## config.mk

```make
export PLATFORM = sky130hd
export DESIGN_NAME = ram_console
export DESIGN_NICKNAME = d
export VERILOG_FILES = /design/src/rtl/ram_console_pkg.sv /design/src/rtl/ram_console_key_filter.sv /design/src/rtl/ram_console.sv
export SDC_FILE = /design/constraint.sdc
export NUM_CORES = 1
export LEC_CHECK = 0
export BUFFER_PORTS_ARGS = -buffer_cell sky130_fd_sc_hd__buf_2
export CORE_MARGIN = 4
export CORE_UTILIZATION = 30
export DETAILED_ROUTE_END_ITERATION = 10
export PLACE_DENSITY = 0.52
export SLEW_MARGIN = 40
export SYNTH_ARGS = -nofsm -noshare
export SYNTH_HDL_FRONTEND = slang
export SYNTH_SLANG_ARGS = --single-unit
export TNS_END_PERCENT = 1
```

## constraint.sdc

```tcl
create_clock -name clk -period 2.4 [get_ports clk]
set_input_delay 0.36 -clock clk [delete_from_list [all_inputs] [get_ports clk]]
set_output_delay 0.36 -clock clk [all_outputs]
set_load 0.02 [all_outputs]
```

## src/rtl/ram_console_pkg.sv

```systemverilog
// ram_console_pkg
//   Shared definitions for the RAM console: the mode encoding shown on
//   mode_led and the 16-entry seven-segment table.
//   Segment words are 9 bits, MSB..LSB = SEG,DP,G,F,E,D,C,B,A.
package ram_console_pkg;

   typedef enum logic [1:0] {
      MODE_EDIT  = 2'b00,
      MODE_SCAN  = 2'b01,
      MODE_CLEAR = 2'b10
   } mode_e;

   // Packed array: the last listed element is index 0, so digits run F..0.
   localparam logic [15:0][8:0] SEG_TABLE = {
      9'h071, 9'h079, 9'h05E, 9'h039, 9'h07C, 9'h077,
      9'h06F, 9'h07F, 9'h007, 9'h07D, 9'h06D, 9'h066,
      9'h04F, 9'h05B, 9'h006, 9'h03F
   };

   function automatic logic [8:0] seg_encode(input logic [3:0] nib);
      return SEG_TABLE[nib];
   endfunction

endpackage

```

## src/rtl/ram_console_key_filter.sv

```systemverilog
// key_filter
//   Debounces N active-low keys. Each raw key is brought through a two-stage
//   synchronizer; a new level is accepted only after it has differed from the
//   accepted level for DEB_CYC consecutive cycles. A 1->0 change of the
//   accepted level emits one single-cycle pulse.
// Ports
//   clk      system clock
//   rst      synchronous active-low reset (accepted levels forced to 1)
//   keys_i   raw key levels, active low
//   press_o  one-cycle press pulse per key
module key_filter #(
   parameter int N       = 3,
   parameter int DEB_CYC = 262144
) (
   input  logic         clk,
   input  logic         rst,
   input  logic [N-1:0] keys_i,
   output logic [N-1:0] press_o
);

   localparam int CNT_W = (DEB_CYC > 1) ? $clog2(DEB_CYC) : 1;

   for (genvar gi = 0; gi < N; gi++) begin : g_key
      logic             sync1_q;
      logic             sync2_q;
      logic             level_q;
      logic             press_q;
      logic [CNT_W-1:0] cnt_q;

      always_ff @(posedge clk) begin
         if (!rst) begin
            sync1_q <= 1'b1;
            sync2_q <= 1'b1;
            level_q <= 1'b1;
            press_q <= 1'b0;
            cnt_q   <= '0;
         end else begin
            sync1_q <= keys_i[gi];
            sync2_q <= sync1_q;
            press_q <= 1'b0;
            if (sync2_q == level_q) begin
               // Any return to the accepted level restarts the hold window.
               cnt_q <= '0;
            end else if (cnt_q == CNT_W'(DEB_CYC - 1)) begin
               level_q <= sync2_q;
               cnt_q   <= '0;
               press_q <= ~sync2_q;
            end else begin
               cnt_q <= cnt_q + 1'b1;
            end
         end
      end

      assign press_o[gi] = press_q;
   end

endmodule

```

## src/rtl/ram_console.sv

```systemverilog
// ram_console
//   Small memory console: an entry value is incremented with a key and
//   written into a 2**ADDR_W x DATA_W RAM in EDIT mode; SCAN mode steps the
//   address periodically; CLEAR mode zeroes the RAM one word per cycle.
// Ports
//   clk            system clock
//   rst            synchronous active-low reset (RAM contents are kept)
//   key_inc        active-low key: entry + 1
//   key_write      active-low key: write entry at addr_sw (EDIT only)
//   key_mode       active-low key: EDIT -> SCAN -> CLEAR
//   addr_sw        address switches used in EDIT
//   segment_led_1  digit of entry low nibble
//   segment_led_2  digit of RAM read data low nibble
//   cur_addr       address applied to the RAM
//   mode_led       current mode encoding
//   busy           high while CLEAR sweeps the RAM
module ram_console
   import ram_console_pkg::*;
#(
   parameter int DATA_W   = 4,
   parameter int ADDR_W   = 4,
   parameter int DEB_CYC  = 262144,
   parameter int SCAN_DIV = 12000000
) (
   input  logic              clk,
   input  logic              rst,
   input  logic              key_inc,
   input  logic              key_write,
   input  logic              key_mode,
   input  logic [ADDR_W-1:0] addr_sw,
   output logic [8:0]        segment_led_1,
   output logic [8:0]        segment_led_2,
   output logic [ADDR_W-1:0] cur_addr,
   output logic [1:0]        mode_led,
   output logic              busy
);

   localparam int DEPTH = 2 ** ADDR_W;
   localparam int DIV_W = (SCAN_DIV > 1) ? $clog2(SCAN_DIV) : 1;

   logic [2:0] press;
   logic       inc_p, write_p, mode_p;

   key_filter #(
      .N       (3),
      .DEB_CYC (DEB_CYC)
   ) u_key_filter (
      .clk     (clk),
      .rst     (rst),
      .keys_i  ({key_mode, key_write, key_inc}),
      .press_o (press)
   );

   assign inc_p   = press[0];
   assign write_p = press[1];
   assign mode_p  = press[2];

   mode_e             mode_q, mode_d;
   logic [ADDR_W-1:0] addr_q, addr_d;
   logic [DIV_W-1:0]  div_q, div_d;
   logic [DATA_W-1:0] entry_q, entry_d;

   logic              mem_we;
   logic [ADDR_W-1:0] mem_waddr;
   logic [DATA_W-1:0] mem_wdata;
   logic [DATA_W-1:0] mem_q [DEPTH];
   logic [DATA_W-1:0] rd_q;

   always_ff @(posedge clk) begin
      if (!rst) begin
         mode_q  <= MODE_EDIT;
         addr_q  <= '0;
         div_q   <= '0;
         entry_q <= '0;
      end else begin
         mode_q  <= mode_d;
         addr_q  <= addr_d;
         div_q   <= div_d;
         entry_q <= entry_d;
      end
   end

   always_comb begin
      mode_d    = mode_q;
      addr_d    = addr_q;
      div_d     = div_q;
      entry_d   = inc_p ? entry_q + DATA_W'(1) : entry_q;
      mem_we    = 1'b0;
      mem_waddr = addr_sw;
      mem_wdata = entry_q;
      case (mode_q)
         MODE_EDIT: begin
            // Write uses the current mode, so a simultaneous mode press
            // still lets the write land on this edge.
            mem_we = write_p;
            if (mode_p) begin
               mode_d = MODE_SCAN;
               addr_d = '0;
               div_d  = '0;
            end
         end
         MODE_SCAN: begin
            if (mode_p) begin
               mode_d = MODE_CLEAR;
               addr_d = '0;
               div_d  = '0;
            end else if (div_q == DIV_W'(SCAN_DIV - 1)) begin
               div_d  = '0;
               addr_d = addr_q + 1'b1;
            end else begin
               div_d = div_q + 1'b1;
            end
         end
         MODE_CLEAR: begin
            // Gated by rst so an abort never clears one extra word.
            mem_we    = rst;
            mem_waddr = addr_q;
            mem_wdata = '0;
            addr_d    = addr_q + 1'b1;
            if (addr_q == ADDR_W'(DEPTH - 1)) begin
               mode_d = MODE_EDIT;
            end
         end
         default: mode_d = MODE_EDIT;
      endcase
   end

   assign cur_addr = (mode_q == MODE_EDIT) ? addr_sw : addr_q;

   // Block RAM: synchronous write, registered read, no reset.
   always_ff @(posedge clk) begin
      if (mem_we) begin
         mem_q[mem_waddr] <= mem_wdata;
      end
      rd_q <= mem_q[cur_addr];
   end

   assign segment_led_1 = seg_encode(entry_q[3:0]);
   assign segment_led_2 = seg_encode(rd_q[3:0]);
   assign mode_led      = mode_q;
   assign busy          = (mode_q == MODE_CLEAR);

endmodule
```

==> results of run 1 <==
[synthesized netlist by cell type, drive strengths merged, types with 16 or more instances]
cell type,number,area share [%]
nor2,120,5.8
nand3,32,2.1
a21oi,20,1.3
edfxtp,64,25
o21ai,17,1.1
inv,28,1.4
xor2,41,4.7
nand2,51,2.5
nand4,19,1.5
dfxtp,111,29
mux4,17,5.0
nor3,16,1.0
ha,26,4.2
xnor2,28,3.2
clkbuf,16,0.78
[worst paths after layout]
path	from	end	cells past startpoint
worst max-delay path	rd_q[1]	segment_led_2[3]	6
worst min-delay path	key_write	u_key_filter.g_key[1].sync1_q	2
worst max register to register	div_q[13]	addr_q[3]	5
worst min register to register	u_key_filter.g_key[0].sync1_q	u_key_filter.g_key[0].sync2_q	1
[stage by stage]
stage | area [um2] | setup TNS [ps] | setup slack (ps) | utilization, % | power [mW]
after floorplan | 7749 | -20.66 | -20.66 | - | 3.764
after global placement | 8423 | 0 | 159.0 | 33.35 | 4.004
after detailed placement | 8423 | 0 | 117.1 | 33.35 | 4.008
after CTS | 9029 | 0 | 28.27 | 35.75 | 6.811
after global routing | 9036 | -7.957 | -7.957 | 35.78 | 7.029
final | 9036 | 0 | 128.9 | 35.78 | 6.730
[logic make-up after synthesis]
group,count (synthesis),share of synthesized area [%]
AO/OA/AOI/OAI,72,5.996
XOR/XNOR,69,7.827
adder cells (fa/ha/maj),26,4.213
buffers and inverters,53,2.868
flip-flops,175,53.67
multiplexers,29,6.612
other,1,0.04857
AND/OR/NAND/NOR,300,18.76
[registers in the layout, summed over array words and instances, names as in the netlist, 3 cells and up]
signal                      flops
mem_q                          64
u_key_filter.g_key.cnt_q       54
div_q                          24
segment_led_1                   7
addr_q                          4
entry_q                         4
rd_q                            4
u_key_filter.g_key.level_q      3
u_key_filter.g_key.press_q      3
u_key_filter.g_key.sync1_q      3
u_key_filter.g_key.sync2_q      3
[routing by layer]
layer  vias up  track usage [%]  part of all wire, %
li1       2650                -                    -
met1      2383            14.94                   49
met2        59            17.10                   46
met3        13            2.747                  3.4
met4         0            3.423                  1.4
met5         -                0                    0
[what timing repair did]
action	in CTS	in global routing
resized for setup	2	3
hold buffers	0	0
pin swaps	0	0
endpoints found under the setup margin	3	20
[where the power goes]
group	internal (mW)	switching [mW]
clock network	1.65	1.14
logic	0.347	0.461
registers	3.09	0.0477
[final cells by class]
class                           instances  share of cell area, %
Inverter                               29                  1.205
Sequential cell                       175                  45.86
Timing Repair Buffer                   55                  4.182
Tap cell                              330                  4.569
Clock buffer                           20                  4.832
Multi-Input combinational cell        500                  37.62
Clock inverter                         12                  1.731
[worst max-delay path: stages, from the launching register on]
cell	delay, ps
dfxtp_1	380
inv_1	120
ha_1	290
inv_1	40
mux4_2	440
inv_1	60
buf_2	150
==> impl_metrics.toml, run 1 <==
[outcome]
outcome = "finished, final reports clean"

[global_routing]
antenna_found_initial = 0
grt_pass1_wl_mm = 25.34
grt_pass1_vias = 5001
grt-ovfl-total = 0
grt_max_degree = 22
grtUsageTotal_pct = 10.93

[drt]
first_pass_iters = 4
routed_via_density = 4.554
vias = 5105
drtAntennaViolNets = 0
wire_per_inst_um = 13.18
wirelength_mm = 14.77
drt_iter0_markers = 185
drc_errors = 0

[sta]
hold_viol = 0
setup_viol = 0
finalCritPeriodShare_pct = 94.63
finalCriticalPeriod_ps = 2271
rsz0062_at_grt = "true"
fmax_mhz = 440.3
tightest_slew_ps = 614.0
slew-limit-headroom_pct = 58.79
fin_skew_ps = 12.88
whs_ps = 117.3
slew_viol_final = 0

[cts]
cts_root_buffer = "clkbuf_16"
htree_levels = 4
cts.sinks = 175
post_cts_buffers = 0
cts_buffers = 17
clk_pin_slew_ps = 60
cts_tree = "yes"
cts_max_path_buffers = 2
clock_latency_ps = 420

[finish]
fin_cells = 1121
diodes = 0
drive_above_1_share_pct = 14.92
nets = 813
final_cell_mix = "120 x nor2_1, 111 x dfxtp_1, 64 x edfxtp_1"
fillCellCount = 2565
multi_input_area_mm2 = 0.003400
final_common_cell = "nor2_1"
regArea_mm2 = 0.004144
syn2layout_area_growth_pct = 17.03

[power]
peakVddDrop_v = 0.0004264
powerDensity_mw_per_mm2 = 744.8
p_leak_nw = 3.099

[logic_synthesis]
synth_flop_cell = "dfxtp_1"
synthCells = 725
synth_area_per_cell_um2 = 10.65
ys_types = 57
synth_area_mm2 = 0.007721
ys_seq_elements = 175
async_reset_ff_share_pct = 0
yosysSeqAreaShare_pct = 53.67
synth_edf_count = 64
synth_warnings = 0

[die]
rows = 58
fp.dieH_um = 168.4
dieArea_mm2 = 0.02837
io_pins = 34
fp.coreArea_mm2 = 0.02525
start_util_pct = 30.57
die_w_um = 168.4

[place]
gp_congestion = 0.7618
placed_cells = 1089
dpl.hpwl_mm = 10.32
portBuffers = 29

[run]
maxCapViolCount = 0

[setup_path]
rrSetupSlack_ps = 160
startpoint_type = "register"
endpoint_kind = "output pin"
arrival_ps = 1910
crit_fanout = 5
cp.required_ps = 2040
critPathKind = "reg2out"

[min_path]
hold_class = "in2reg"
No activity file was read; power rests on OpenSTA's default activity.
==> inputs of run 2 (changes only) <==
Settings changed: PLACE_DENSITY 0.52 to 0.51.
Clock period 2.4 ns to 2.5 ns, I/O delays scaled along.
==> run 2 against run 1 <==
  * Sequential power shrank 4%
  * Routed wire length grew 6.1%
  * Core utilization grew 0.21 points
  * Final cell count grew 0.45%
  * Setup slack gained 61 ps
  * Die area is the same
  * Flip-flop and latch count is the same
  * Cell area grew 0.60%
  * Register-to-register slack gained 100 ps
  * Global-route usage grew 0.44 points
  * Combinational power shrank 2.7%
  * Critical endpoint is now cur_addr[3]
==> impl_metrics.toml, run 2 (synthesis results as in run 1) <==
[outcome]
outcome = "finished, final reports clean"

[setup_path]
slowest_stage = "dfxtp_1"
rrSetupSlack_ps = 260
cp_slowest_stage_delay_ps = 350
r2r-start = "div_q[13]"
critPathKind = "reg2out"
cp.required_ps = 2120
arrival_ps = 1930
endpoint_kind = "output pin"
worstPathCellList = "inv_2, ha_4, buf_4, inv_1, a21boi_0, buf_4, inv_1, buf_2"
rr_endpoint = "addr_q[3]"
reg2reg_depth = 5
startpoint_type = "register"
crit_fanout = 7

[die]
rows = 58
dieArea_mm2 = 0.02837
fp.dieH_um = 168.4
io_pins = 34
die_w_um = 168.4
start_util_pct = 30.57
fp.coreArea_mm2 = 0.02525

[global_routing]
grtUsageTotal_pct = 11.38
grt_pass1_vias = 5113
grt_max_degree = 22
antenna_found_initial = 1
grt-ovfl-total = 0
grt_pass1_wl_mm = 26.25

[power]
powerDensity_mw_per_mm2 = 733.7
p_leak_nw = 3.146
peakVddDrop_v = 0.0003803

[sta]
rsz0062_at_grt = "false"
finalCriticalPeriod_ps = 2310
hold_viol = 0
finalSetupTns_ps = 0
setup_viol = 0
fmax_mhz = 433.0
slew_viol_final = 0
slew-limit-headroom_pct = 52.49
finalCritPeriodShare_pct = 92.39
tightest_slew_ps = 707.9
fin_skew_ps = 13.62

[cts]
cts_buffers = 17
clock_latency_ps = 420
cts_max_path_buffers = 2
cts.sinks = 175
htree_levels = 4
clk_pin_slew_ps = 70
holdBufCountCts = 0
cts_tree = "yes"
cts_root_buffer = "clkbuf_16"

[drt]
vias = 5240
drtAntennaViolNets = 0
first_pass_iters = 4
wirelength_mm = 15.67
routed_via_density = 4.654
wire_per_inst_um = 13.92
drt_iter0_markers = 282
drc_errors = 0

[place]
portBuffers = 29
placed_cells = 1086
placedInstanceArea_mm2 = 0.008376
gp_congestion = 0.7789
dpl.hpwl_mm = 10.95

[finish]
final_cell_mix = "120 x nor2_1, 110 x dfxtp_1, 64 x edfxtp_1"
drive_above_1_share_pct = 15.70
diodes = 0
largest_reg_flops = 64
syn2layout_area_growth_pct = 17.73
top_register = "mem_q"
regArea_mm2 = 0.004145
fin_cells = 1126
largestRegisters = "mem_q x64, u_key_filter.g_key.cnt_q x54, div_q x24"
fin_area_mm2 = 0.009090
fillCellCount = 2507
multi_input_area_mm2 = 0.003392
final_common_cell = "nor2_1"
nets = 818

[min_path]
min_to = "u_key_filter.g_key[1].sync1_q"
hp-start = "key_write"
hold_class = "in2reg"
hold_depth = 2

[run]
maxCapViolCount = 0
## run 2: metrics by stage
step                      setup WS [ps]  hold slack (ps)  power [mW]  utilization, %
after floorplan                   26.40            386.3       3.611               -
after detailed placement          216.6            392.4       3.823           33.16
final                             190.4            129.6       6.669           35.99
after global routing              40.00            129.7       6.958           35.99
after global placement            241.3            389.8       3.821           33.16
after CTS                         29.83            111.8       6.715           35.71
## run 2: cell type report
type | instances | share of cell area [%]
clock buffers | 17 | 4.680
flip-flops and latches | 175 | 45.60
multi-input cells | 500 | 37.32
inverters | 29 | 1.198
clock inverters | 15 | 2.326
repair buffers | 60 | 4.336
well taps | 330 | 4.542
## run 2: worst max path at each step
stage | from | endpoint | slack [ps] | cells past startpoint
3_5_place_dp | mode_led[1] | rd_q[1] | 220 | 7
5_1_grt | mode_led[1] | cur_addr[2] | 40 | 8
2_1_floorplan | mode_led[0] | rd_q[2] | 30 | 8
4_1_cts | mode_led[1] | cur_addr[3] | 30 | 8
3_3_place_gp | mode_led[0] | mem_q[7][0] | 240 | 7
6_report | mode_led[1] | cur_addr[3] | 190 | 8
## run 2: critical path: cells and delay by family (launching register included)
family / cells / cell delay [ps]
buffers and inverters: 6 / 750
DFF: 1 / 350
AOI/OAI and AO/OA: 1 / 230
adders and majority gates: 1 / 190
## run 2: repair_timing
item	in CTS	in global routing
buffers inserted	0	8
cloned	0	0
setup endpoints to repair	3	4
gates resized for setup	2	5
## run 2: metal layers
layer	up-vias	part of all wire [%]	track usage, %
met3	10	3.8	2.818
met4	2	0.86	3.105
met1	2499	48	15.56
met2	74	47	18.03
li1	2655	-	-
met5	-	0.13	0
## run 2: where the power goes
group | leakage, nW | switching [mW] | internal, mW
registers | 1.43 | 0.0495 | 2.96
clock network | 0.312 | 1.24 | 1.63
logic | 1.41 | 0.444 | 0.342
total | 3.15 | 1.73 | 4.94
==> inputs of run 3 (changes only) <==
Settings changed: CORE_UTILIZATION 30 to 45, PLACE_DENSITY 0.51 to 0.67.
==> run 3 against run 2 <==
  * Core utilization up 17 points
  * Flip-flop and latch count unchanged
  * Power shrank 4.0%
  * Critical path depth unchanged
  * Routed wire length down 4.2%
  * Register-to-register slack hardly changed
  * First-iteration DRC count rose by 29%
  * Global-route usage increased by 5.0 points
  * Clock skew down 3.6 ps
  * Cell area is 2.9% lower
  * Sequential share of layout area grew 1.4 points
  * Non-clock buffer count fell by 11
  * Critical endpoint is now cur_addr[2]
==> impl_metrics.toml, run 3 (synthesis results as in run 1) <==
[sta]
slew_viol_final = 0
slew-limit-headroom_pct = 53.60
hold_viol = 0
finalCriticalPeriod_ps = 2378
finalSetupTns_ps = 0
rsz0062_at_grt = "false"
fmax_mhz = 420.5
tightest_slew_ps = 690.6
fin_skew_ps = 10.01
setup_viol = 0
finalCritPeriodShare_pct = 95.13

[cts]
cts_buffers = 17
cts_root_buffer = "clkbuf_16"
htree_levels = 4
cts.sinks = 175
cts_tree = "yes"
holdBufCountCts = 0
clock_latency_ps = 430
post_cts_resized = 3
clk_pin_slew_ps = 60
cts_max_path_buffers = 2
post_cts_buffers = 0

[min_path]
hold_depth = 2
hold_class = "in2reg"
min_to = "u_key_filter.g_key[0].sync1_q"
hp-start = "key_inc"

[finish]
final_common_cell = "nor2_1"
largestRegisters = "mem_q x64, u_key_filter.g_key.cnt_q x54, div_q x24"
syn2layout_area_growth_pct = 14.28
fin_area_mm2 = 0.008823
largest_reg_flops = 64
drive_above_1_share_pct = 14.05
nets = 807
final_cell_mix = "120 x nor2_1, 110 x dfxtp_1, 64 x edfxtp_1"
diodes = 0
top_register = "mem_q"

[place]
gp_congestion = 0.8422
placedInstanceArea_mm2 = 0.008215
portBuffers = 29
dpl.hpwl_mm = 10.54

[global_routing]
grt_pass1_vias = 5434
grt_max_degree = 22
antenna_found_initial = 0
grt-ovfl-total = 0
grtUsageTotal_pct = 16.33
grt_pass1_wl_mm = 26.03

[power]
peakVddDrop_v = 0.0006498
powerDensity_mw_per_mm2 = 725.6
p_leak_nw = 3.073

[setup_path]
arrival_ps = 2000
cp.required_ps = 2120
endpoint_kind = "output pin"
r2r-start = "div_q[13]"
startpoint_type = "register"
reg2reg_depth = 5
critPathKind = "reg2out"
rr_endpoint = "addr_q[3]"
rrSetupSlack_ps = 260
crit_fanout = 8

[die]
io_pins = 34
die_w_um = 139.0
start_util_pct = 46.23
fp.dieH_um = 139.0
dieArea_mm2 = 0.01932
rows = 47
fp.coreArea_mm2 = 0.01670

[drt]
drt_iter0_markers = 364
drc_errors = 0
first_pass_iters = 5
routed_via_density = 5.360
wirelength_mm = 15.01
wire_per_inst_um = 14.96
drtAntennaViolNets = 0
vias = 5376

[run]
maxCapViolCount = 0

[outcome]
outcome = "finished, final reports clean"
-- run 3: cell types whose count changed in the layout (fill, tap and decap cells not counted), moves of 2 or more --
cell,delta
inv_6,-3
clkbuf_4,+2
buf_4,-11
clkbuf_1,+2
inv_8,-7
clkbuf_8,+2
a21boi_0,-2
-- run 3: worst max-delay path, stage by stage (launching register included) --
cell,delay [ps]
dfxtp_1,340
inv_1,180
ha_4,200
buf_4,170
inv_1,100
a21boi_1,210
buf_4,150
inv_1,70
buf_2,160
-- run 3: cell type report --
cell class	instances	area, um2
flip-flops and latches	175	4145
fillers	1463	7878
clock buffers	25	505.5
multi-input cells	500	3396
inverters	29	108.9
clock inverters	5	81.33
well taps	220	275.3
repair buffers	49	311.5
-- run 3: through the flow --
stage	total power [mW]	std cells	hold WS, ps	utilization (%)	setup WS, ps
floorplan	3.611	728	386.3	-	26.40
global placement	3.795	973	390.2	49.19	300.6
detailed placement	3.819	973	397.7	49.19	216.3
CTS	6.437	1003	122.3	52.72	2.311
global route	6.658	1003	146.8	52.83	4.277
finish	6.403	1003	134.9	52.83	121.6
-- run 3: how the worst max path moves through the flow --
stage                 from          end  slack, ps  cells after the start
2_1_floorplan  mode_led[0]      rd_q[2]         30                      8
3_3_place_gp   mode_led[0]    div_q[23]        300                      7
3_5_place_dp   mode_led[0]  mem_q[0][2]        220                      8
4_1_cts        mode_led[0]  cur_addr[3]          2                      8
5_1_grt        mode_led[1]  cur_addr[2]          4                      8
6_report       mode_led[1]  cur_addr[2]        120                      8
-- run 3: power breakdown --
group / leakage [nW] / internal [mW] / switching, mW
registers: 1.43 / 2.96 / 0.0493
clock network: 0.288 / 1.60 / 1.03
logic: 1.36 / 0.318 / 0.444
-- run 3: routing by layer --
metal  global-route usage, %  share of wire [%]
met5                       0                  0
met4                   5.664                1.8
met3                   4.034                3.6
met2                   28.28                 50
met1                   19.90                 44
